File: src/rtl/aud_player_tx.sv
// I2S DAC transmitter: shifts one PCM sample per LR frame, MSB first with a
// one-BCLK delay, optionally duplicating it onto the right channel.
module aud_player_tx #(
  parameter int DATA_W = 16,
  parameter bit DUP_R  = 1'b1
) (
  input  logic              i_clk,
  input  logic              i_rst,
  input  logic              i_daclrck,
  input  logic              i_en,
  input  logic [DATA_W-1:0] i_dac_data,
  output logic              o_ack,
  output logic              o_aud_dacdat,
  output logic              o_busy,
  output logic [15:0]       o_underrun_cnt
);

  localparam int CW = $clog2(DATA_W) + 1;

  typedef enum logic [2:0] {
    S_IDLE,
    S_SEND_L,
    S_PAD_L,
    S_SEND_R,
    S_PAD_R
  } state_t;

  state_t            state;
  logic [DATA_W-1:0] shift;
  logic [DATA_W-1:0] hold;
  logic [CW-1:0]     cnt;
  logic              lrck_d;
  logic              primed;
  logic              left_ok;

  logic              fall;
  logic              rise;
  logic [DATA_W-1:0] right_word;

  always_comb begin
    fall       = primed & lrck_d & ~i_daclrck;
    rise       = primed & ~lrck_d & i_daclrck;
    right_word = DUP_R ? hold : '0;
  end

  // LR edges take priority over any shift in progress, so a short half-frame
  // simply truncates the remaining bits and restarts in the same cycle.
  always_ff @(posedge i_clk or posedge i_rst) begin
    if (i_rst) begin
      state          <= S_IDLE;
      shift          <= '0;
      hold           <= '0;
      cnt            <= '0;
      lrck_d         <= 1'b0;
      primed         <= 1'b0;
      left_ok        <= 1'b0;
      o_ack          <= 1'b0;
      o_aud_dacdat   <= 1'b0;
      o_busy         <= 1'b0;
      o_underrun_cnt <= '0;
    end else begin
      lrck_d <= i_daclrck;
      primed <= 1'b1;
      o_ack  <= 1'b0;
      if (fall) begin
        if (i_en) begin
          shift        <= i_dac_data << 1;
          hold         <= i_dac_data;
          o_aud_dacdat <= i_dac_data[DATA_W-1];
          cnt          <= CW'(DATA_W - 1);
          o_busy       <= 1'b1;
          o_ack        <= 1'b1;
          left_ok      <= 1'b1;
          state        <= S_SEND_L;
        end else begin
          o_aud_dacdat <= 1'b0;
          o_busy       <= 1'b0;
          left_ok      <= 1'b0;
          state        <= S_PAD_L;
          if (o_underrun_cnt != '1)
            o_underrun_cnt <= o_underrun_cnt + 16'd1;
        end
      end else if (rise) begin
        if (left_ok) begin
          shift        <= right_word << 1;
          o_aud_dacdat <= right_word[DATA_W-1];
          cnt          <= CW'(DATA_W - 1);
          o_busy       <= 1'b1;
          state        <= S_SEND_R;
        end else begin
          o_aud_dacdat <= 1'b0;
          o_busy       <= 1'b0;
          state        <= S_PAD_R;
        end
      end else begin
        case (state)
          S_SEND_L, S_SEND_R: begin
            if (cnt == '0) begin
              o_aud_dacdat <= 1'b0;
              o_busy       <= 1'b0;
              state        <= (state == S_SEND_L) ? S_PAD_L : S_PAD_R;
            end else begin
              o_aud_dacdat <= shift[DATA_W-1];
              shift        <= shift << 1;
              cnt          <= cnt - CW'(1);
            end
          end
          default: begin
            o_aud_dacdat <= 1'b0;
            o_busy       <= 1'b0;
          end
        endcase
      end
    end
  end

endmodule

File: config.mk
export PLATFORM = sky130hd
export DESIGN_NAME = aud_player_tx
export DESIGN_NICKNAME = d
export VERILOG_FILES = /design/src/rtl/aud_player_tx.sv
export SDC_FILE = /design/constraint.sdc
export NUM_CORES = 1
export LEC_CHECK = 0
export BUFFER_PORTS_ARGS = -buffer_cell sky130_fd_sc_hd__buf_4
export CAP_MARGIN = 5
export CORE_MARGIN = 10
export CORE_UTILIZATION = 35
export DETAILED_ROUTE_END_ITERATION = 8
export PLACE_DENSITY = 0.54
export REMOVE_ABC_BUFFERS = 1
export SYNTH_ARGS = -nofsm -noshare
export SYNTH_HDL_FRONTEND = slang
export SYNTH_SLANG_ARGS = --single-unit
File: constraint.sdc
create_clock -name i_clk -period 2.6 [get_ports i_clk]
set_clock_uncertainty 0.1 [all_clocks]
set_input_delay 0.13 -clock i_clk [delete_from_list [all_inputs] [get_ports i_clk]]
set_output_delay 0.13 -clock i_clk [all_outputs]
set_load 0.05 [all_outputs]
==> metrics.csv <==
stage,metric,value,unit
run_status,status,completed,
clock_network,clock-sinks,61,
global_route,antenna_found_initial,0,
power_and_ir_drop,internal_power,1.999,mW
worst_setup_path,critPathRequiredTime,2720,ps
placement,dp.final_hpwl,4752,um
routing,viasPerCell,5.045,
worst_setup_path,path_max_fanout,10,
power_and_ir_drop,leakagePower,1.820,nW
worst_setup_path,crit_arrival,2250,ps
floorplan,rows,33,
routing,antenna_left,0,
routing,wire_per_inst,15.19,um
global_route,grt_use_total,0.1166,
clock_network,cts_buffer_depth,2,
power_and_ir_drop,switching_share,0.3126,
min_path,hp-class,in2reg,
finish,fillers,788,
sta,maxSlewViolCount,0,
sta,max_freq,0.4693,GHz
finish,drive_gt1_frac,0.2451,
sta,final.period_utilization,0.8195,
routing,drt_iter0_markers,70,
sta,setup_tns,0,ps
sta,rsz0062_at_grt,false,
routing,vias,2341,
sta,tightest_slew,704.3,ps
sta,finalHoldViolCount,0,
clock_network,cts_buffers,9,
finish,num_antenna_cells,0,
sta,setup_slack,469.3,ps
routing,drc,0,
clock_network,clkLatencyLatePin,330,ps
floorplan,num_io_pins,39,
sta,holdWs,45.14,ps
floorplan,start_util,0.3580,
synth,ys_warn_count,0,
clock_network,clk_pin_slew_worst_paths,60,ps
global_route,grt_pass1_wl,12040,um
placement,portBuffers,38,
finish,areaGrowthSynthToFinish,27.23,%
worst_setup_path,rrSetupSlack,470,ps
routing,wirelength,7046,um
floorplan,core_area,8175,um2
worst_setup_path,worst_setup_path_start_kind,flip-flop,
power_and_ir_drop,power_density,781.1,nW/um2
finish,finalNetCount,377,
worst_setup_path,end_kind,flip-flop,
run,max_cap_viol_count,0,
synth,syn_avg_cell_area,10.06,um2
placement,gp_congestion,0.7845,
sta,fin_crit,2131,ps
power_and_ir_drop,pwr-share-seq,0.465,
global_route,grt_overflow,0,
power_and_ir_drop,clkPwrFrac,0.283,
power_and_ir_drop,p_switching,909.3,uW
sta,setup_viol,0,
synth,synth_area,2927,um2
synth,synth_cell_types,51,
clock_network,cts_tree,yes,
global_route,grt_pass1_vias,2422,
routing,drt_pass1_iterations,4,
floorplan,fp.dieH,111.4,um
worst_setup_path,path_class,reg2reg,
clock_network,root_buffer,clkbuf_8,
clock_network,ctsHtreeMaxLevel,3,
floorplan,chipWidth,111.4,um
power_and_ir_drop,comb_power_share,0.252,
power_and_ir_drop,p_total,2.908,mW
synth,ys_seq_elements,61,
floorplan,die_area,12420,um2
synth,ys_seq_area_frac,0.5216,
global_route,grt_start_max_net_pins,32,
power_and_ir_drop,peakVddDrop,0.4920,mV
placement,pre_cts_slack,451.2,ps
synth,synth_cells,291,
sta,relSlewSlack,0.5298,
clock_network,cts_setup_buffers,0,
registers in the layout, summed over array words and instances (netlist names):
| name | count |
|---|---|
| o_aud_dacdat | 1 |
| shift | 15 |
| o_busy | 1 |
| state | 3 |
| o_underrun_cnt | 16 |
| cnt | 5 |
| primed | 1 |
| hold | 16 |
| left_ok | 1 |
| o_ack | 1 |
| lrck_d | 1 |
cell usage after synthesis, drive strengths merged:
library cell | count | area share
and3b | 2 | 0.0060
dfrtp | 61 | 0.52
a21oi | 24 | 0.041
nor4b | 2 | 0.0081
nor4 | 4 | 0.021
nand2 | 68 | 0.088
mux2i | 1 | 0.0034
xnor2 | 7 | 0.021
o21a | 2 | 0.0051
nand4bb | 1 | 0.0038
inv | 7 | 0.0090
and4 | 1 | 0.0030
a22o | 1 | 0.0030
clkbuf | 5 | 0.0068
nand3 | 9 | 0.015
o21ai | 2 | 0.0034
a22oi | 1 | 0.0026
and3 | 4 | 0.0085
nor2 | 12 | 0.015
a211oi | 1 | 0.0026
o211ai | 2 | 0.0051
mux2 | 19 | 0.073
ha | 2 | 0.0085
o221ai | 1 | 0.0030
nor3 | 6 | 0.010
nand2b | 2 | 0.0043
conb | 1 | 0.0013
nand3b | 2 | 0.0064
nand4b | 1 | 0.0030
clkinv | 1 | 0.0013
nand4 | 6 | 0.015
or3 | 1 | 0.0021
o22ai | 9 | 0.019
buf | 7 | 0.017
and2 | 1 | 0.0021
a31oi | 5 | 0.011
a221o | 1 | 0.0034
a21boi | 1 | 0.0026
nor3b | 1 | 0.0026
nor2b | 1 | 0.0021
xor2 | 6 | 0.018
kinds of logic (layout without fill, tap and decap cells):
group / Yosys count / in the layout / synth area share
compound gates: 50 / 50 / 0.1018
buf+inv: 20 / 88 / 0.03420
other cells: 1 / 1 / 0.001281
flops: 61 / 61 / 0.5216
simple gates: 124 / 124 / 0.2172
mux: 20 / 20 / 0.07653
fa+ha+maj: 2 / 2 / 0.008549
xor+xnor: 13 / 13 / 0.03891
per-layer routing:
layer,GRT usage,up-vias,wire length [um]
li1,-,1140,-
met1,0.1482,1136,3356
met2,0.1801,56,3176
met3,0.03328,9,414
met4,0.05141,0,98
met5,0,-,0
critical path, cell delays in order, from the launching register on:
cell and delay, ps:
dfrtp_1 400, inv_1 60, ha_1 190, nor4b_2 380, nor2_1 130, o221ai_2 190, buf_4 220, mux2_2 350
layout make-up:
cell class	instances	area (um2)	area share
Sequential cell	61	1526	0.4099
Multi-Input combinational cell	210	1306	0.3508
Timing Repair Buffer	65	533.0	0.1431
Clock buffer	15	196.4	0.05276
Tap cell	105	131.4	0.03528
Inverter	8	30.03	0.008065
power by group through the flow:
stage / Sequential, mW / Clock [mW] / Combinational (mW)
floorplan: 1.43 / 0 / 0.427
global placement: 1.36 / 0 / 0.704
detailed placement: 1.36 / 0 / 0.725
CTS: 1.35 / 0.851 / 0.747
global route: 1.39 / 0.888 / 0.812
finish: 1.35 / 0.822 / 0.733
metrics by stage:
stage               area (um2)  instances    util
global route              3724        464  0.4555
global placement          3347        431  0.4094
finish                    3724        464  0.4555
CTS                       3724        464  0.4555
floorplan                 2856        279       -
detailed placement        3347        431  0.4094
path summary, 6_finish.rpt:
path,startpoint,depth (start not counted),end
setup reg to reg,cnt[0],7,shift[9]
hold reg to reg,hold[7],2,hold[7]
min in group asynchronous,i_rst,3,o_underrun_cnt[10]
setup / recovery,cnt[0],7,shift[9]
max in group asynchronous,i_rst,4,hold[0]
hold / removal,i_en,3,o_ack
placed cells by master (no fill, tap or decap), types with 2 or more instances in the layout:
master         instances
nand3_1                9
nor3_1                 6
buf_4                 47
nand2b_1               2
o211ai_1               2
o21a_1                 2
a21oi_1               24
and3_1                 4
clkbuf_8              14
nor2_1                12
xor2_1                 6
mux2_2                18
nand4_1                5
a31oi_1                5
o22ai_1                9
xnor2_1                7
nand2_1               67
inv_1                  6
o21ai_0                2
ha_1                   2
nor4_4                 2
and3b_1                2
dlygate4sd3_1         18
dfrtp_1               61
repair_timing:
action,in CTS,in global routing
endpoints found under the hold margin,47,0
gates resized for setup,0,0
hold buffers,18,0
Note: power is estimated with default switching activity, not from simulation.
